File: config.mk
export PLATFORM = sky130hd
export DESIGN_NAME = reset_seq_flat
export DESIGN_NICKNAME = d
export VERILOG_FILES = /design/src/rtl/reset_seq_if.sv /design/src/rtl/reset_seq.sv /design/src/flat_wrapper.sv
export SDC_FILE = /design/constraint.sdc
export NUM_CORES = 1
export LEC_CHECK = 0
export BUFFER_PORTS_ARGS = -buffer_cell sky130_fd_sc_hd__buf_2
export CAP_MARGIN = 20
export CORE_UTILIZATION = 60
export DETAILED_ROUTE_END_ITERATION = 16
export PLACE_DENSITY = 0.79
export SYNTH_ARGS = -nofsm -noshare
export SYNTH_HDL_FRONTEND = slang
export SYNTH_SLANG_ARGS = --single-unit
File: constraint.sdc
create_clock -name clk -period 3.2 [get_ports clk]
set_input_delay 0.8 -clock clk [delete_from_list [all_inputs] [get_ports clk]]
set_output_delay 0.8 -clock clk [all_outputs]
set_load 0.005 [all_outputs]
File: src/rtl/reset_seq_if.sv
// Handshake bundle between the reset sequencer and its controller:
// lock/req come in, the staged resets and status go out.
interface reset_seq_if #(
  parameter int N_OUT = 4
);
  logic             lock;
  logic             req;
  logic [N_OUT-1:0] rst_out;
  logic             done;
  logic [7:0]       restarts;

  modport master (output lock, req, input rst_out, done, restarts);
  modport slave  (input lock, req, output rst_out, done, restarts);
endinterface

File: src/rtl/reset_seq.sv
// Staged power-on reset sequencer for the clk_tcxo domain: hold, wait for a
// stable lock, then release N_OUT resets bit 0 first with a fixed stagger.
module reset_seq #(
  parameter int N_OUT       = 4,
  parameter int CW          = 24,
  parameter int HOLD        = 16000000,
  parameter int LOCK_FILTER = 256,
  parameter int STAGGER     = 1000
) (
  input  logic       clk,
  input  logic       reset,
  reset_seq_if.slave bus
);

  typedef enum logic [1:0] {
    S_HOLD,
    S_WAIT_LOCK,
    S_RELEASE,
    S_RUN
  } state_t;

  localparam int IW = (N_OUT > 1) ? $clog2(N_OUT) : 1;

  localparam logic [CW-1:0] HOLD_LAST    = CW'(HOLD - 1);
  localparam logic [CW-1:0] FILTER_LAST  = CW'(LOCK_FILTER - 1);
  localparam logic [CW-1:0] STAGGER_LAST = CW'(STAGGER - 1);

  state_t           state;
  logic [CW-1:0]    cnt;
  logic [IW-1:0]    idx;
  logic [N_OUT-1:0] rst_out_r;
  logic             done_r;
  logic [7:0]       restarts_r;

  logic lock_lost;
  logic restart;

  // Lock only matters once something has been released; req restarts from anywhere.
  assign lock_lost = !bus.lock && (state == S_RELEASE || state == S_RUN);
  assign restart   = bus.req || lock_lost;

  always_ff @(posedge clk or posedge reset) begin
    if (reset) begin
      state      <= S_HOLD;
      cnt        <= '0;
      idx        <= '0;
      rst_out_r  <= '1;
      done_r     <= 1'b0;
      restarts_r <= '0;
    end else begin
      if (lock_lost && restarts_r != 8'hFF)
        restarts_r <= restarts_r + 8'd1;

      if (restart) begin
        state     <= S_HOLD;
        cnt       <= '0;
        idx       <= '0;
        rst_out_r <= '1;
        done_r    <= 1'b0;
      end else begin
        case (state)
          S_HOLD: begin
            if (cnt == HOLD_LAST) begin
              state <= S_WAIT_LOCK;
              cnt   <= '0;
            end else begin
              cnt <= cnt + CW'(1);
            end
          end

          S_WAIT_LOCK: begin
            if (!bus.lock) begin
              cnt <= '0;
            end else if (cnt == FILTER_LAST) begin
              cnt       <= '0;
              idx       <= '0;
              rst_out_r <= rst_out_r << 1;
              if (N_OUT == 1) begin
                state  <= S_RUN;
                done_r <= 1'b1;
              end else begin
                state <= S_RELEASE;
              end
            end else begin
              cnt <= cnt + CW'(1);
            end
          end

          // Shifting in zeros keeps the released outputs a contiguous low prefix.
          S_RELEASE: begin
            if (cnt == STAGGER_LAST) begin
              cnt       <= '0;
              idx       <= idx + IW'(1);
              rst_out_r <= rst_out_r << 1;
              if (int'(idx) == N_OUT - 2) begin
                state  <= S_RUN;
                done_r <= 1'b1;
              end
            end else begin
              cnt <= cnt + CW'(1);
            end
          end

          S_RUN: begin
            rst_out_r <= '0;
            done_r    <= 1'b1;
          end

          default: begin
            state <= S_HOLD;
            cnt   <= '0;
          end
        endcase
      end
    end
  end

  assign bus.rst_out  = rst_out_r;
  assign bus.done     = done_r;
  assign bus.restarts = restarts_r;

endmodule

File: src/flat_wrapper.sv
// flat-port wrapper written by rule: the top's interface ports become plain ports
module reset_seq_flat 
#(
  parameter int N_OUT       = 4,
  parameter int CW          = 24,
  parameter int HOLD        = 16000000,
  parameter int LOCK_FILTER = 256,
  parameter int STAGGER     = 1000
)
  (clk, reset, bus_lock, bus_req, bus_rst_out, bus_done, bus_restarts);
  reset_seq_if #(.N_OUT(N_OUT)) bus_i ();
  input  logic clk;
  input  logic reset;
  input wire logic [$bits(bus_i.lock)-1:0] bus_lock;
  input wire logic [$bits(bus_i.req)-1:0] bus_req;
  output wire logic [$bits(bus_i.rst_out)-1:0] bus_rst_out;
  output wire logic [$bits(bus_i.done)-1:0] bus_done;
  output wire logic [$bits(bus_i.restarts)-1:0] bus_restarts;
  assign bus_i.lock = bus_lock;
  assign bus_i.req = bus_req;
  assign bus_rst_out = bus_i.rst_out;
  assign bus_done = bus_i.done;
  assign bus_restarts = bus_i.restarts;
  reset_seq #(.N_OUT(N_OUT), .CW(CW), .HOLD(HOLD), .LOCK_FILTER(LOCK_FILTER), .STAGGER(STAGGER)) u_core (.clk(clk), .reset(reset), .bus(bus_i));
endmodule
==> results of run 1 <==
==> cells in the mapped netlist, types with 5 or more instances <==
| cell type | instances |
|---|---|
| dfrtp_1 | 37 |
| nor2_1 | 25 |
| nand2_1 | 23 |
| nand3_1 | 21 |
| o21ai_0 | 13 |
| xor2_1 | 11 |
| a21oi_1 | 9 |
| inv_1 | 8 |
| ha_1 | 7 |
| nor2b_1 | 7 |
| xnor2_1 | 7 |
| and3_1 | 6 |
| nand4_1 | 6 |
| or2_2 | 5 |
==> path summary, 6_finish.rpt <==
| path | cells past startpoint | end | slack (ns) | startpoint |
|---|---|---|---|---|
| worst max-delay path | 6 | u_core.cnt[10] | 0.45 | u_core.cnt[15] |
| worst min-delay path | 2 | u_core.bus.rst_out[0] | 0.50 | u_core.bus.rst_out[0] |
| worst max register to register | 6 | u_core.cnt[10] | 0.45 | u_core.cnt[15] |
| worst min register to register | 2 | u_core.bus.rst_out[0] | 0.50 | u_core.bus.rst_out[0] |
| max in group asynchronous | 3 | u_core.bus.rst_out[1] | 2.20 | reset |
| min in group asynchronous | 3 | u_core.bus.restarts[2] | 0.63 | reset |
==> layout make-up <==
type,instances,area share [%]
Multi-Input combinational cell,194,47.7
Inverter,8,1.17
Timing Repair Buffer,20,4.28
Clock buffer,7,3.35
Clock inverter,1,1.17
Sequential cell,41,40.0
Tap cell,48,2.33
==> worst min-delay path, stage by stage (launching register included) <==
cell     delay, ns
dfstp_2       0.38
o21ai_0       0.07
nand2_1       0.06
==> logic make-up (layout without fill, tap and decap cells) <==
| logic type | count (synthesis) | after routing | share of synthesized area, % |
|---|---|---|---|
| AOI/OAI and AO/OA | 49 | 49 | 15.0 |
| xor gates and xnor gates | 18 | 18 | 6.76 |
| adders and majority gates | 7 | 7 | 3.76 |
| buffers and inverters | 15 | 36 | 3.17 |
| DFF | 41 | 41 | 44.2 |
| muxes | 1 | 1 | 0.483 |
| and+or+nand+nor | 119 | 119 | 26.6 |
==> flip-flops by register name, summed over array words and instances, names as in the netlist <==
register / count
u_core.cnt: 24
u_core.bus.restarts: 8
u_core.bus.rst_out: 4
u_core.idx: 2
u_core.state: 2
u_core.bus.done: 1
==> layer usage <==
| metal | up-vias | part of all wire [%] | wire length, um |
|---|---|---|---|
| met4 | 0 | 0.88 | 41 |
| met5 | - | 0 | 0 |
| met2 | 33 | 47 | 2190 |
| met1 | 903 | 49 | 2270 |
| li1 | 943 | - | - |
| met3 | 4 | 3.4 | 158 |
==> power groups by stage <==
stage | combinational, mW | clock [mW] | sequential [mW]
after floorplan | 0.481 | 0 | 0.675
after global placement | 0.636 | 0 | 0.679
after detailed placement | 0.647 | 0 | 0.683
after CTS | 0.650 | 0.436 | 0.674
after global routing | 0.726 | 0.454 | 0.686
final | 0.651 | 0.427 | 0.675
==> stage by stage <==
| stage | worst slack, ns | area [um^2] | total power, mW | hold slack (ns) | cells |
|---|---|---|---|---|---|
| after floorplan | 0.651 | 2330 | 1.16 | 0.468 | 250 |
| after global routing | 0.372 | 2570 | 1.87 | 0.533 | 319 |
| final | 0.453 | 2570 | 1.75 | 0.505 | 319 |
| after CTS | 0.488 | 2570 | 1.76 | 0.505 | 319 |
| after detailed placement | 0.485 | 2460 | 1.33 | 0.488 | 311 |
| after global placement | 0.547 | 2460 | 1.32 | 0.477 | 311 |
==> flow_metrics.py, run 1 <==
metrics = {
    "global_route": {
        "top_usage_layer": "met2",
        "grt_max_degree": 42,
        "grt_pass1_wl_um": 8030,
        "grt_overflow": 0,
        "antenna_found_initial": 0,
        "grtUsageTotal_pct": 25.0,
        "met1_usage_pct": 36.2,
        "grt_pass1_vias": 1789,
        "grtUsageMet3_pct": 4.29,
        "grtUsageMet2_pct": 38.3,
    },
    "floorplanning": {
        "coreArea_um2": 3690,
        "ios": 17,
        "num_rows": 22,
        "die_w_um": 64.3,
        "initial_core_util_pct": 63.2,
        "dieArea_um2": 4140,
        "fp.dieH_um": 64.3,
    },
    "drt": {
        "drt_iter0_drc": 121,
        "vias_per_cell": 5.90,
        "route.vias.total": 1883,
        "ant_nets": 0,
        "drt_wl_total_um": 4650,
        "drc": 0,
        "first_pass_iters": 4,
        "routedWlPerCell_um": 14.6,
    },
    "setup_path": {
        "slowest_delay_ns": 0.59,
        "worstPathCellList": "or4_1 > or4_4 > o2111ai_1 > and3_1 > nor2_1 > a32o_1",
        "slowest_stage": "or4_1",
        "crit_buf_inv": 0,
        "crit_type": "flip-flop to flip-flop",
        "cp.arrival_ns": 2.93,
        "crit_fanout": 10,
        "cp_top_family": "simple AND/OR/NAND/NOR gates",
        "crit_required_ns": 3.38,
        "cp-start-kind": "flip-flop",
        "endpoint_kind": "flip-flop",
    },
    "layout": {
        "utilization_pct": 69.8,
        "layout_commonest_cell": "dfrtp_1",
        "syn_to_final_growth_pct": 10.4,
        "final_cell_mix": "dfrtp_1 (37), nor2_1 (25), nand2_1 (23)",
        "diodes": 0,
        "fillers": 313,
        "drive_above_1_share_pct": 15.9,
        "multi_input_comb_area_um2": 1230,
        "seq_area_um2": 1030,
        "fin_nets": 281,
    },
    "yosys": {
        "ys_types": 48,
        "syn-cell-area_um2": 2330,
        "synth.largest_area_cell": "dfrtp_1",
        "synth_fp_nets": 261,
        "seq_area_frac_synth_pct": 44.2,
        "ys_seq_elements": 41,
        "async_flop_share_pct": 100,
        "synth_edf_count": 0,
        "syn_avg_cell_area_um2": 9.33,
        "synth_area_leaders": "dfrtp_1 (40%), dfstp_2 (4.5%), nand3_1 (4.5%), xor2_1 (4.1%), nor2_1 (4.0%)",
        "synth.top_cell.area_share_pct": 39.7,
        "synth_ff_type": "dfrtp_1",
        "yosysWarnings": 0,
        "postSynthCellCount": 250,
    },
    "sta": {
        "final.setup_skew_ns": 0.0130,
        "setup_viol": 0,
        "tns_ns": 0,
        "slew_violations": 0,
        "worstMarginPinSlew_ns": 0.533,
        "grt_setup_unrepaired": "false",
        "hold_viol": 0,
        "min_period_over_period_pct": 85.9,
        "min_period_ns": 2.75,
        "relSlewSlack_pct": 64.2,
        "fmax_mhz": 364,
    },
    "clock_tree": {
        "cts_made_buffers": 5,
        "clock_sinks": 41,
        "cts.hold.buffers_added": 0,
        "h-tree-depth": 2,
        "post_cts_resized": 0,
        "clockBufferDepth": 2,
        "clockRootBuffer": "clkbuf_8",
        "path_clk_slew_ns": 0.08,
        "cts_setup_buffers": 0,
        "clkLatencyLatePin_ns": 0.29,
        "cts_tree": "done",
    },
    "power_and_ir_drop": {
        "pwr_density_cell_nw_per_um2": 681,
        "pwr-share-seq_pct": 38.5,
        "combPwrFrac_pct": 37.1,
        "worst_ir_drop_vdd_mv": 0.518,
        "switching_share_pct": 36.1,
        "power_switching_mw": 0.632,
        "internal_power_mw": 1.12,
        "leakagePower_nw": 1.14,
        "p_clk_share_pct": 24.4,
    },
    "flow_run": {
        "maxCapViolCount": 0,
    },
    "run_status": {
        "outcome": "finished clean",
    },
    "place": {
        "hpwl_um": 3440,
        "gp_congestion": 0.893,
        "port_buffers": 16,
    },
    "hold_path": {
        "hp-class": "flip-flop to flip-flop",
    },
}
(Power assumes the default switching activity.)
==> run 2, diff against run 1 <==
REMOVE_ABC_BUFFERS = 1   (was default)
==> flow_metrics.py, run 2 (synthesis results as in run 1) <==
metrics = {
    "run_status": {
        "outcome": "finished clean",
    },
    "global_route": {
        "antenna_found_initial": 0,
        "grtUsageTotal_pct": 25.6,
        "grt_max_degree": 42,
        "grt_pass1_wl_um": 8050,
        "grt_overflow": 0,
        "grt_pass1_vias": 1740,
    },
    "place": {
        "gp_congestion": 0.865,
        "dpl_worst_slack_ns": 0.438,
        "place_inst": 311,
        "port_buffers": 16,
        "hpwl_um": 3440,
    },
    "power_and_ir_drop": {
        "leakagePower_nw": 1.12,
        "worst_ir_drop_vdd_mv": 0.329,
        "pwr_density_cell_nw_per_um2": 647,
    },
    "flow_run": {
        "maxCapViolCount": 0,
    },
    "layout": {
        "seq_area_um2": 1030,
        "diodes": 0,
        "fin_cells": 317,
        "multi_input_comb_area_um2": 1230,
        "layout_commonest_cell": "dfrtp_1",
        "fin_nets": 281,
        "largest-register": "u_core.cnt",
        "syn_to_final_growth_pct": 8.58,
        "largest_register_ffs": 24,
        "final_cell_mix": "dfrtp_1 (37), nor2_1 (25), nand2_1 (23)",
        "fillers": 299,
        "drive_above_1_share_pct": 15.6,
    },
    "drt": {
        "drc": 0,
        "drt_wl_total_um": 4750,
        "ant_nets": 0,
        "route.vias.total": 1879,
        "routedWlPerCell_um": 15.0,
        "drt_iter0_drc": 136,
        "first_pass_iters": 5,
        "vias_per_cell": 5.93,
    },
    "floorplanning": {
        "dieArea_um2": 4140,
        "num_rows": 22,
        "fp.dieH_um": 64.3,
        "ios": 17,
        "coreArea_um2": 3690,
        "initial_core_util_pct": 63.2,
        "die_w_um": 64.3,
    },
    "sta": {
        "whs_ns": 0.485,
        "relSlewSlack_pct": 65.4,
        "min_period_over_period_pct": 86.9,
        "setup_viol": 0,
        "slew_violations": 0,
        "tns_ns": 0,
        "fin_ws_ns": 0.419,
        "min_period_ns": 2.78,
        "fmax_mhz": 360,
        "hold_viol": 0,
        "worstMarginPinSlew_ns": 0.511,
        "grt_setup_unrepaired": "false",
        "final.setup_skew_ns": 0.00579,
    },
    "clock_tree": {
        "cts_setup_buffers": 0,
        "clockBufferDepth": 2,
        "cts.hold.buffers_added": 0,
        "h-tree-depth": 2,
        "post_cts_resized": 0,
        "clock_sinks": 41,
        "clkLatencyLatePin_ns": 0.29,
        "cts_made_buffers": 5,
        "clockRootBuffer": "clkbuf_8",
        "path_clk_slew_ns": 0.08,
        "cts_tree": "done",
    },
    "setup_path": {
        "crit_required_ns": 3.38,
        "endpoint_kind": "flip-flop",
        "cp-start-kind": "flip-flop",
        "crit_type": "flip-flop to flip-flop",
        "cp.arrival_ns": 2.97,
        "crit_fanout": 10,
    },
    "hold_path": {
        "hp-class": "flip-flop to flip-flop",
    },
}
[run 2: path summary, 6_finish.rpt]
| path | from | to | slack, ns | cells after the start |
|---|---|---|---|---|
| min in group asynchronous | reset | u_core.bus.restarts[6] | 0.63 | 3 |
| min | u_core.bus.restarts[7] | u_core.bus.restarts[7] | 0.48 | 1 |
| max reg2reg | u_core.cnt[15] | u_core.cnt[10] | 0.42 | 6 |
| max | u_core.cnt[15] | u_core.cnt[10] | 0.42 | 6 |
| min reg2reg | u_core.bus.restarts[7] | u_core.bus.restarts[7] | 0.48 | 1 |
| max in group asynchronous | reset | u_core.bus.rst_out[2] | 2.21 | 3 |
[run 2: per-stage QoR]
| step | instance area [um^2] | total power [mW] | util (%) |
|---|---|---|---|
| 3_3_place_gp | 2460 | 1.31 | 66.7 |
| 5_1_grt | 2530 | 1.75 | 68.7 |
| 2_1_floorplan | 2290 | 1.13 | - |
| 3_5_place_dp | 2460 | 1.33 | 66.7 |
| 6_report | 2530 | 1.64 | 68.7 |
| 4_1_cts | 2530 | 1.64 | 68.7 |
[run 2: power by group]
part	switching (mW)	total, mW	internal, mW
registers	0.0685	0.673	0.604
clock network	0.167	0.310	0.144
logic	0.392	0.655	0.264
total	0.627	1.64	1.01
[run 2: per-layer routing]
metal  GRT usage, %  share of wire, %  wire (um)  vias up
met1           34.6                49       2340      903
met5              0                 0          0        -
li1               -                 -          -      933
met3           7.50               3.8        181        2
met2           40.1                46       2190       41
met4           6.67              0.70         33        0
[run 2: worst max-delay path: stages (launching register included)]
cell and delay (ns):
dfrtp_1 0.44, or4_1 0.59, or4_4 0.58, o2111ai_1 0.27
and3_1 0.39, nor2_1 0.15, a32o_1 0.27
[run 2: final cells by class]
cell class | count | share of cell area (%)
clock buffer | 5 | 2.72
clock inverter | 1 | 0.198
inverter | 8 | 1.19
multi-input combinational | 194 | 48.5
sequential | 41 | 40.7
tap | 48 | 2.37
timing repair buffer | 20 | 4.35
==> run 3, diff against run 2 <==
CORE_ASPECT_RATIO = 1.4   (was default)
==> flow_metrics.py, run 3 (synthesis results as in run 1) <==
metrics = {
    "run_status": {
        "outcome": "finished clean",
    },
    "layout": {
        "drive_above_1_share_pct": 16.5,
        "final_cell_mix": "dfrtp_1 (37), nor2_1 (25), nand2_1 (23)",
        "layout_commonest_cell": "dfrtp_1",
        "diodes": 0,
        "syn_to_final_growth_pct": 9.76,
        "seq_area_um2": 1030,
        "fillers": 295,
        "fin_nets": 282,
        "multi_input_comb_area_um2": 1230,
        "largest-register": "u_core.cnt",
        "largest_register_ffs": 24,
        "fin_cells": 314,
    },
    "global_route": {
        "grt_max_degree": 16,
        "grt_pass1_vias": 1802,
        "grt_overflow": 0,
        "grt_pass1_wl_um": 7850,
        "grtUsageTotal_pct": 26.8,
        "antenna_found_initial": 0,
    },
    "power_and_ir_drop": {
        "power_switching_mw": 0.637,
        "switching_share_pct": 37.5,
        "worst_ir_drop_vdd_mv": 0.499,
        "pwr-share-seq_pct": 39.5,
        "p_clk_share_pct": 21.7,
        "combPwrFrac_pct": 38.8,
        "leakagePower_nw": 1.14,
        "internal_power_mw": 1.06,
        "pwr_density_cell_nw_per_um2": 664,
    },
    "drt": {
        "drc": 0,
        "drt_wl_total_um": 4890,
        "route.vias.total": 1934,
        "vias_per_cell": 6.16,
        "routedWlPerCell_um": 15.6,
        "drt_iter0_drc": 96,
        "first_pass_iters": 4,
        "ant_nets": 0,
    },
    "sta": {
        "fin_ws_ns": 0.475,
        "hold_viol": 0,
        "fmax_mhz": 367,
        "grt_setup_unrepaired": "false",
        "tns_ns": 0,
        "min_period_ns": 2.73,
        "slew_violations": 0,
        "worstMarginPinSlew_ns": 0.547,
        "final.setup_skew_ns": 0.00524,
        "relSlewSlack_pct": 63.5,
        "min_period_over_period_pct": 85.2,
        "setup_viol": 0,
        "whs_ns": 0.491,
    },
    "place": {
        "port_buffers": 16,
        "place_inst": 306,
        "dpl_worst_slack_ns": 0.504,
        "hpwl_um": 3550,
        "gp_congestion": 0.906,
    },
    "clock_tree": {
        "clockRootBuffer": "clkbuf_8",
        "cts_setup_buffers": 0,
        "cts.hold.buffers_added": 0,
        "clock_sinks": 41,
        "cts_made_buffers": 5,
        "clockBufferDepth": 2,
        "path_clk_slew_ns": 0.08,
        "cts_tree": "done",
        "post_cts_resized": 0,
        "h-tree-depth": 2,
        "clkLatencyLatePin_ns": 0.30,
    },
    "setup_path": {
        "cp-start-kind": "flip-flop",
        "crit_fanout": 10,
        "cp.arrival_ns": 2.92,
        "r2r-start": "u_core.cnt[13]",
        "crit_required_ns": 3.39,
        "endpoint_kind": "flip-flop",
        "critical_path.startpoint": "u_core.cnt[13]",
        "crit_type": "flip-flop to flip-flop",
    },
    "floorplanning": {
        "dieArea_um2": 4140,
        "initial_core_util_pct": 63.4,
        "coreArea_um2": 3680,
        "ios": 17,
        "fp.dieH_um": 75.8,
        "die_w_um": 54.7,
        "num_rows": 26,
    },
    "hold_path": {
        "hp-start": "u_core.bus.done",
        "hp-class": "flip-flop to flip-flop",
    },
    "flow_run": {
        "maxCapViolCount": 0,
    },
}
run 3: cell types whose count changed in the layout (fill, tap and decap cells not counted):
cell	delta
clkbuf_8	+2
buf_4	+1
run 3: cell type report:
cell class | count | area share (%)
clock buffer | 7 | 3.76
clock inverter | 1 | 0.196
inverter | 8 | 1.17
multi-input combinational | 194 | 47.9
sequential | 41 | 40.3
tap | 42 | 2.05
timing repair buffer | 21 | 4.59
run 3: power groups by stage:
stage	Clock [mW]	Sequential (mW)	Combinational (mW)
after floorplan	0	0.675	0.451
after global placement	0	0.678	0.642
after detailed placement	0	0.682	0.655
after CTS	0.376	0.672	0.662
after global routing	0.392	0.684	0.730
final	0.369	0.671	0.659
run 3: layer usage:
layer / share of wire, % / global-route usage (%) / up-vias
li1: - / - / 944
met5: 0 / 0 / -
met3: 5.7 / 4.79 / 13
met4: 2.9 / 15.7 / 0
met1: 40 / 32.8 / 896
met2: 51 / 43.1 / 81
run 3: path summary, 6_finish.rpt:
kind | end | slack [ns] | cells past startpoint
worst max-delay path | u_core.cnt[10] | 0.47 | 6
worst min-delay path | u_core.bus.done | 0.49 | 2
worst max register to register | u_core.cnt[10] | 0.47 | 6
worst min register to register | u_core.bus.done | 0.49 | 2
max in group asynchronous | u_core.bus.rst_out[3] | 2.00 | 3
min in group asynchronous | u_core.bus.restarts[0] | 0.53 | 2
run 3: worst max-delay path: stages (launching register included):
cell and delay [ns]:
dfrtp_1 0.45, or4_1 0.54, or4_4 0.60, o2111ai_1 0.25, and3_1 0.37, nor2_1 0.14
a32o_1 0.26
run 3: stage by stage:
stage / utilization, % / area [um^2] / total power, mW
2_1_floorplan: - / 2290 / 1.13
3_3_place_gp: 66.9 / 2460 / 1.32
3_5_place_dp: 66.9 / 2460 / 1.34
4_1_cts: 69.6 / 2560 / 1.71
5_1_grt: 69.6 / 2560 / 1.81
6_report: 69.6 / 2560 / 1.70
